File: config.mk
export PLATFORM = sky130hd
export DESIGN_NAME = seg_scan_capture
export DESIGN_NICKNAME = d
export VERILOG_FILES = /design/src/rtl/seg_scan_capture.sv
export SDC_FILE = /design/constraint.sdc
export NUM_CORES = 1
export LEC_CHECK = 0
export ABC_AREA = 0
export CAP_MARGIN = 25
export CORE_MARGIN = 3
export CORE_UTILIZATION = 50
export CTS_BUF_LIST = sky130_fd_sc_hd__clkbuf_4 sky130_fd_sc_hd__clkbuf_8
export DETAILED_ROUTE_END_ITERATION = 8
export GPL_ROUTABILITY_DRIVEN = 0
export GPL_TIMING_DRIVEN = 0
export PLACE_DENSITY = 0.71
export SLEW_MARGIN = 20
export SYNTH_ARGS = -nofsm -noshare
export SYNTH_HDL_FRONTEND = slang
export SYNTH_SLANG_ARGS = --single-unit
export TNS_END_PERCENT = 1
File: constraint.sdc
create_clock -name clk -period 3.1 [get_ports clk]
set_clock_uncertainty 0.15 [all_clocks]
set_input_delay 0.465 -clock clk [delete_from_list [all_inputs] [get_ports clk]]
set_output_delay 0.465 -clock clk [all_outputs]
set_load 0.02 [all_outputs]
File: src/rtl/seg_scan_capture.sv
// Snoops a multiplexed 7-segment display bus and reconstructs the shown digits.
// Only a value that has been held steadily long enough is captured; a frame is published once every position has been seen.
module seg_scan_capture #(
    parameter int NUM_DIGITS    = 4,
    parameter int STABLE_CYCLES = 16
) (
    input  logic                    clk,
    input  logic                    rst_n,
    input  logic [7:0]              cs,
    input  logic [7:0]              dig_sel,
    output logic [4*NUM_DIGITS-1:0] digits,
    output logic [NUM_DIGITS-1:0]   dots,
    output logic [NUM_DIGITS-1:0]   blank,
    output logic                    frame_valid,
    output logic                    pattern_err,
    output logic                    cs_err
);

    localparam logic [7:0] STABLE_MAX = 8'(STABLE_CYCLES);
    localparam logic [7:0] SAMPLE_AT  = 8'(STABLE_CYCLES - 1);

    logic [7:0] cs_meta_reg, cs_sync_reg, seg_meta_reg, seg_sync_reg;
    logic [7:0] cs_prev_reg, seg_prev_reg;
    logic [7:0] stable_cnt_reg;
    logic [NUM_DIGITS-1:0]   seen_reg, seen_next;
    logic [4*NUM_DIGITS-1:0] shd_digits_reg, shd_digits_next;
    logic [NUM_DIGITS-1:0]   shd_dots_reg, shd_dots_next;
    logic [NUM_DIGITS-1:0]   shd_blank_reg, shd_blank_next;
    logic [NUM_DIGITS-1:0]   pos_hit;

    logic       changed, sample, multi_low, single_low, in_range;
    logic       capture, pat_bad, frame_done;
    logic [7:0] inv_cs;
    logic [2:0] sel_idx;
    logic [5:0] dec;

    // Returns {legal, blank, hex value}; the bus is active-low so lit segments read as 0.
    function automatic logic [5:0] decode_seg(input logic [6:0] p);
        case (p)
            7'h40:   decode_seg = {2'b10, 4'h0};
            7'h79:   decode_seg = {2'b10, 4'h1};
            7'h24:   decode_seg = {2'b10, 4'h2};
            7'h30:   decode_seg = {2'b10, 4'h3};
            7'h19:   decode_seg = {2'b10, 4'h4};
            7'h12:   decode_seg = {2'b10, 4'h5};
            7'h02:   decode_seg = {2'b10, 4'h6};
            7'h78:   decode_seg = {2'b10, 4'h7};
            7'h00:   decode_seg = {2'b10, 4'h8};
            7'h10:   decode_seg = {2'b10, 4'h9};
            7'h08:   decode_seg = {2'b10, 4'hA};
            7'h03:   decode_seg = {2'b10, 4'hB};
            7'h46:   decode_seg = {2'b10, 4'hC};
            7'h21:   decode_seg = {2'b10, 4'hD};
            7'h06:   decode_seg = {2'b10, 4'hE};
            7'h0E:   decode_seg = {2'b10, 4'hF};
            7'h7F:   decode_seg = {2'b11, 4'h0};
            default: decode_seg = 6'b00_0000;
        endcase
    endfunction

    // The stable value lives in the *_prev registers, so the sample is unaffected by a change arriving that same cycle.
    always_comb begin
        changed    = {cs_sync_reg, seg_sync_reg} != {cs_prev_reg, seg_prev_reg};
        sample     = stable_cnt_reg == SAMPLE_AT;
        inv_cs     = ~cs_prev_reg;
        multi_low  = |(inv_cs & (inv_cs - 8'd1));
        single_low = (inv_cs != 8'd0) && !multi_low;
        sel_idx    = 3'd0;
        for (int i = 0; i < 8; i++) begin
            if (inv_cs[i]) sel_idx = 3'(i);
        end
        in_range   = single_low && ({1'b0, sel_idx} < 4'(NUM_DIGITS));
        dec        = decode_seg(seg_prev_reg[6:0]);
        capture    = sample && in_range && dec[5];
        pat_bad    = sample && in_range && !dec[5];
        seen_next  = seen_reg | pos_hit;
        frame_done = capture && (&seen_next);
    end

    generate
        for (genvar gi = 0; gi < NUM_DIGITS; gi++) begin : g_pos
            assign pos_hit[gi] = capture && (sel_idx == 3'(gi));
            assign shd_digits_next[4*gi +: 4] = pos_hit[gi] ? dec[3:0] : shd_digits_reg[4*gi +: 4];
            assign shd_dots_next[gi]  = pos_hit[gi] ? ~seg_prev_reg[7] : shd_dots_reg[gi];
            assign shd_blank_next[gi] = pos_hit[gi] ? dec[4] : shd_blank_reg[gi];
        end
    endgenerate

    always_ff @(posedge clk or negedge rst_n) begin
        if (!rst_n) begin
            cs_meta_reg    <= 8'hFF;
            cs_sync_reg    <= 8'hFF;
            seg_meta_reg   <= 8'hFF;
            seg_sync_reg   <= 8'hFF;
            cs_prev_reg    <= 8'hFF;
            seg_prev_reg   <= 8'hFF;
            stable_cnt_reg <= 8'd0;
            seen_reg       <= '0;
            shd_digits_reg <= '0;
            shd_dots_reg   <= '0;
            shd_blank_reg  <= '1;
            digits         <= '0;
            dots           <= '0;
            blank          <= '1;
            frame_valid    <= 1'b0;
            pattern_err    <= 1'b0;
            cs_err         <= 1'b0;
        end else begin
            cs_meta_reg  <= cs;
            cs_sync_reg  <= cs_meta_reg;
            seg_meta_reg <= dig_sel;
            seg_sync_reg <= seg_meta_reg;
            cs_prev_reg  <= cs_sync_reg;
            seg_prev_reg <= seg_sync_reg;
            if (changed)
                stable_cnt_reg <= 8'd0;
            else if (stable_cnt_reg != STABLE_MAX)
                stable_cnt_reg <= stable_cnt_reg + 8'd1;
            shd_digits_reg <= shd_digits_next;
            shd_dots_reg   <= shd_dots_next;
            shd_blank_reg  <= shd_blank_next;
            cs_err         <= sample && multi_low;
            pattern_err    <= pat_bad;
            frame_valid    <= frame_done;
            if (frame_done) begin
                digits   <= shd_digits_next;
                dots     <= shd_dots_next;
                blank    <= shd_blank_next;
                seen_reg <= '0;
            end else begin
                seen_reg <= seen_next;
            end
        end
    end

endmodule

==> results of run 1 <==
## worst reg2reg max path: stages (launching register included)
cell and delay [ps]:
dfrtp_1 410, or3_1 390, or3_4 400, nor4b_4 350
buf_4 180, nand4b_2 340, mux2_2 420, mux2_4 260
## final cells by class
class	count	area (µm²)	area share, %
plain buffers	13	113	2.05
clock buffers	10	131	2.40
clock inverters	6	62.6	1.14
inverters	12	45.0	0.822
multi-input cells	192	1610	29.4
flip-flops and latches	111	2850	52.0
well taps	108	135	2.47
repair buffers	53	532	9.70
## through the flow
step                utilization (%)  total power [W]  cell area, µm²
floorplan                         -          0.00161            4600
global placement               58.7          0.00168            5170
detailed placement             59.1          0.00169            5200
CTS                            61.7          0.00254            5440
global route                   62.2          0.00261            5480
finish                         62.2          0.00250            5480
## report_power, final
part           internal (W)  leakage (nW)  switching, W
clock              0.000325         0.101      0.000509
sequential          0.00151          1.35     0.0000283
combinational     0.0000576         0.929     0.0000736
## metal layers
layer	share of wire [%]	global-route usage, %	vias to the layer above
met5	0	0	-
met4	0.81	5.75	0
met3	3.7	3.89	4
met2	50	27.4	56
met1	46	23.4	1350
li1	-	-	1283
## repair_timing
action                                 CTS  global route
endpoints found under the hold margin   16             0
setup endpoints to repair               16            22
hold buffers                             1             0
pin swaps                                2             2
setup buffers                            4             3
resized for setup                        1            10
## synth_stat cells, types with 2 or more instances
| library cell | n | area, µm² |
|---|---|---|
| ha_1 | 2 | 25.0 |
| nor4b_1 | 2 | 17.5 |
| mux2_2 | 27 | 304 |
| dfrtp_1 | 55 | 1380 |
| buf_12 | 2 | 40.0 |
| nor2_1 | 18 | 67.6 |
| clkbuf_1 | 5 | 18.8 |
| a21oi_1 | 4 | 20.0 |
| nand2b_1 | 2 | 12.5 |
| nand4_1 | 5 | 31.3 |
| and4_1 | 4 | 35.0 |
| inv_1 | 12 | 45.0 |
| a31oi_1 | 3 | 18.8 |
| mux2_4 | 17 | 255 |
| dfstp_2 | 56 | 1470 |
| mux2i_1 | 4 | 40.0 |
| nand2_1 | 9 | 33.8 |
| or3_1 | 2 | 12.5 |
| a22o_1 | 2 | 17.5 |
| nor2b_1 | 2 | 12.5 |
| a22oi_1 | 2 | 15.0 |
| nor3b_1 | 3 | 22.5 |
| xor2_1 | 23 | 201 |
| o21ai_0 | 8 | 40.0 |
| o22ai_1 | 2 | 12.5 |
| or4_1 | 2 | 15.0 |
| and3_1 | 4 | 25.0 |
| nor4_1 | 7 | 43.8 |
| nor3_1 | 6 | 30.0 |
| buf_2 | 5 | 25.0 |
| nand3_1 | 9 | 45.0 |
| o32ai_1 | 2 | 17.5 |
| maj3_1 | 2 | 20.0 |
| buf_6 | 2 | 22.5 |
## kinds of logic (layout without fill, tap and decap cells)
family	after synthesis	after routing	synth area share, %
buf+inv	27	94	3.37
mux	48	48	13.0
xor+xnor	24	24	4.57
simple gates	85	85	11.5
compound gates	31	31	4.55
flops	111	111	61.9
fa+ha+maj	4	4	0.980
## worst max path at each step
stage                 end  slack, ps         startpoint
3_3_place_gp      dots[1]      -2640              rst_n
4_1_cts         digits[4]         10     cs_prev_reg[3]
3_5_place_dp    digits[1]        -40    seg_prev_reg[1]
6_report        digits[4]        100  stable_cnt_reg[6]
2_1_floorplan  digits[10]        260    seg_prev_reg[1]
5_1_grt         digits[9]        -10    seg_prev_reg[6]
==> results.json, run 1 <==
{
  "syn_area_mm2": 0.00460,
  "syn_to_final_growth_pct": 19.2,
  "io_pins": 45,
  "path_depth": 7,
  "hp-start": "seg_meta_reg[6]",
  "timing.fmax_mhz": 333,
  "overflow": 0,
  "ant_nets": 0,
  "drt-vias-per-instance": 5.33,
  "die_y_um": 102,
  "critPathArrivalTime_ps": 3110,
  "relSlewSlack_pct": 55.2,
  "period_needed_ps": 3000,
  "postSynthCellCount": 330,
  "clock-sinks": 111,
  "crit_required_ps": 3210,
  "cts-root-buf": "clkbuf_8",
  "clock_path_buffers": 2,
  "synth_nets": 350,
  "h-tree-depth": 3,
  "setup_viol": 0,
  "antenna_cells": 0,
  "path_clk_slew_ps": 110,
  "grt_max_degree": 59,
  "startpoint_type": "flop",
  "route.detailed.drc": 0,
  "ys_types": 54,
  "cp-end-kind": "flop",
  "cts_tree": "built",
  "dp_cells": 483,
  "outcome": "finished, final reports clean",
  "nets": 412,
  "fill_cells": 670,
  "wl_per_cell_um": 16.0,
  "synth_edf_count": 0,
  "dieWidth_um": 102,
  "timing.hold.ws_ps": 200,
  "portBuffers": 44,
  "r2r_end": "digits[4]",
  "clock_latency_ps": 370,
  "vdd_drop_max_uv": 275,
  "cap_violations": 0,
  "grt_usage_pct": 17.1,
  "drtPass1Iterations": 4,
  "path_class": "flop to flop",
  "grt_antenna_before_repair": 0,
  "synth_ff_type": "dfstp_2",
  "cts_made_buffers": 9,
  "fin_crit_sh_pct": 96.8,
  "drt_wl_total_mm": 8.07,
  "path_delay_family": "simple AND/OR/NAND/NOR gates",
  "p_per_area_mw_per_mm2": 456,
  "vias": 2693,
  "rr_startpoint": "stable_cnt_reg[6]",
  "crit_path_max_incr_delay_ps": 410,
  "hold_viol_final": 0,
  "ys_warn_count": 0,
  "crit_buf_inv": 1,
  "worstPathCellList": "or3_1, or3_4, nor4b_4, buf_4, nand4b_2, mux2_2, mux2_4",
  "maxSlewViolCount": 0,
  "grt_pass1_wl_mm": 13.7,
  "layout_setup_ws_ps": 99.2,
  "drt_iter0_drc": 135,
  "crit_slowest_cell": "dfrtp_1",
  "worstMarginPinSlew_ps": 667,
  "dp_hpwl_mm": 5.44,
  "synthArstFlopShare_pct": 100,
  "critPathMaxFanout": 7,
  "tns_ps": 0,
  "dpl_worst_slack_ps": -36.9,
  "hold_path.class": "flop to flop",
  "synth.avg_cell_area_um2": 13.9,
  "drive_gt1_share_pct": 37.0,
  "reg2reg_slack_ps": 100,
  "min_to": "seg_sync_reg[6]",
  "synth-seq-area-share_pct": 61.9,
  "final_common_cell": "dfstp_2",
  "grt_pass1_vias": 2810,
  "die-area_mm2": 0.0104,
  "stdcell_count": 505,
  "initial_core_util_pct": 52.2,
  "rows": 34,
  "p_leak_nw": 2.38,
  "final_cell_mix": "56 x dfstp_2, 54 x dfrtp_1, 43 x clkdlybuf4s50_1",
  "reg2regPathDepth": 7,
  "whs_path_depth": 0,
  "core_area_mm2": 0.00881,
  "synth.ff_latch_count": 111
}
(Power assumes the default switching activity.)
==> run 2: changes to the inputs <==
CORE_UTILIZATION = 45   (was 50)
PLACE_DENSITY = 0.65   (was 0.71)
==> run 2 against run 1 <==
Effect of this change:
- maximum frequency increased by 0.84%
- sequential share of layout area decreased by 0.71 points
- utilization decreased by 5.9 points
- die area increased by 10%
- clock power increased by 21%
- sequential power about the same
- register-to-register slack improved by 20 ps
- routed wire length decreased by 1.5%
- via count decreased by 0.15%
- setup slack improved by 25 ps
- combinational power about the same
- sequential cell count unchanged
==> results.json, run 2 (synthesis gave the netlist of run 1 again) <==
{
  "path_delay_family": "simple AND/OR/NAND/NOR gates",
  "path_class": "flop to flop",
  "period_needed_ps": 2980,
  "stdcell_count": 528,
  "outcome": "finished, final reports clean",
  "maxSlewViolCount": 0,
  "crit_buf_inv": 3,
  "path_common_cell": "buf_6",
  "dp_hpwl_mm": 5.45,
  "drt_wl_total_mm": 7.95,
  "vias": 2689,
  "initial_core_util_pct": 46.6,
  "worstMarginPinSlew_ps": 617,
  "hold_path.class": "flop to flop",
  "nets": 410,
  "fill_cells": 789,
  "die-area_mm2": 0.0115,
  "drt_iter0_drc": 132,
  "io_pins": 45,
  "route.detailed.drc": 0,
  "final_cell_mix": "56 x dfstp_2, 55 x dfrtp_1, 43 x clkdlybuf4s50_1",
  "h-tree-depth": 3,
  "post-route-util_pct": 56.3,
  "hold_viol_final": 0,
  "grt_pass1_wl_mm": 13.5,
  "grt_antenna_before_repair": 0,
  "cts_made_buffers": 9,
  "dp_cells": 508,
  "final_common_cell": "dfstp_2",
  "relSlewSlack_pct": 58.5,
  "vdd_drop_max_uv": 340,
  "drive_gt1_share_pct": 36.7,
  "clock-sinks": 111,
  "fin_crit_sh_pct": 96.0,
  "clock_path_buffers": 2,
  "cts_tree": "built",
  "p_leak_nw": 2.40,
  "grt_usage_pct": 15.2,
  "p_per_area_mw_per_mm2": 483,
  "grt_max_degree": 61,
  "dieWidth_um": 107,
  "die_y_um": 107,
  "core_area_mm2": 0.00986,
  "wl_per_cell_um": 15.1,
  "worstPathCellList": "or4bb_4, nor3b_2, nor3_2, nand4_2, and4_1, buf_6, o21ba_2, buf_6, buf_12, mux2_4",
  "crit_path_max_incr_delay_ps": 620,
  "cts-root-buf": "clkbuf_8",
  "antenna_cells": 0,
  "timing.fmax_mhz": 336,
  "grt_pass1_vias": 2766,
  "ant_nets": 0,
  "setup_viol": 0,
  "fin_area_mm2": 0.00556,
  "critPathArrivalTime_ps": 3090,
  "rows": 36,
  "cp-end-kind": "flop",
  "syn_to_final_growth_pct": 20.8,
  "portBuffers": 44,
  "drtPass1Iterations": 4,
  "dpl-instance-area_mm2": 0.00523,
  "drt-vias-per-instance": 5.09,
  "crit_required_ps": 3210,
  "overflow": 0,
  "startpoint_type": "flop",
  "path_clk_slew_ps": 90,
  "crit_slowest_cell": "dfstp_2",
  "clock_latency_ps": 370,
  "cap_violations": 0,
  "critPathMaxFanout": 10
}
-- run 2: timing repair --
item / 4_1_cts / 5_1_grt
hold buffers: 1 / 0
endpoints found under the setup margin: 16 / 23
endpoints found under the hold margin: 9 / 0
gates resized for setup: 0 / 10
pin swaps: 2 / 2
setup buffers: 5 / 1
-- run 2: layout make-up --
type / instances / area, µm² / share of cell area, %
Buffer: 12 / 105 / 1.89
Clock buffer: 10 / 131 / 2.36
Clock inverter: 6 / 109 / 1.96
Inverter: 12 / 45.0 / 0.811
Multi-Input combinational cell: 192 / 1610 / 29.1
Sequential cell: 111 / 2850 / 51.3
Tap cell: 133 / 166 / 3.00
Timing Repair Buffer: 52 / 537 / 9.66
-- run 2: report_power, final --
| group | total, W | switching [W] | internal [W] |
|---|---|---|---|
| sequential | 0.00154 | 0.0000296 | 0.00151 |
| combinational | 0.000131 | 0.0000729 | 0.0000584 |
| clock | 0.00101 | 0.000469 | 0.000545 |
-- run 2: worst register-to-register path, cell delays in order (launching register included) --
cell and delay [ps]:
dfstp_2 620, or4bb_4 570, nor3b_2 190, nor3_2 80, nand4_2 130, and4_1 210, buf_6 160, o21ba_2 140
buf_6 160, buf_12 160, mux2_4 300
-- run 2: routing by layer --
| layer | vias up | wire length, µm | share of wire, % | global-route usage (%) |
|---|---|---|---|---|
| li1 | 1278 | - | - | - |
| met1 | 1341 | 3710 | 47 | 20.6 |
| met2 | 57 | 3760 | 47 | 23.1 |
| met3 | 13 | 317 | 4.0 | 4.21 |
| met4 | 0 | 163 | 2.1 | 6.03 |
| met5 | - | 0 | 0 | 0 |
-- run 2: final timing paths --
check	from	end	slack [ps]	depth (start not counted)
max	seg_prev_reg[1]	digits[1]	120	10
min	seg_meta_reg[2]	seg_sync_reg[2]	210	0
max reg2reg	seg_prev_reg[1]	digits[1]	120	10
min reg2reg	seg_meta_reg[2]	seg_sync_reg[2]	210	0
max in group asynchronous	rst_n	shd_blank_reg[2]	1670	3
min in group asynchronous	rst_n	stable_cnt_reg[7]	460	2
-- run 2: metrics by stage --
| stage | hold WS (ps) | setup WS [ps] | setup TNS (ps) | total power, W |
|---|---|---|---|---|
| final | 208 | 124 | 0 | 0.00268 |
| after global routing | 214 | -0.501 | -0.501 | 0.00280 |
| after floorplan | 19.4 | 261 | 0 | 0.00161 |
| after global placement | 196 | -2550 | -211250 | 0.00168 |
| after detailed placement | 197 | -19.6 | -187 | 0.00169 |
| after CTS | 209 | 5.30 | 0 | 0.00271 |
==> run 3: changes to the inputs <==
GPL_ROUTABILITY_DRIVEN = not set   (was 0)
==> results of run 3 <==
The final DEF is identical to that of run 2; final timing and power are the same.
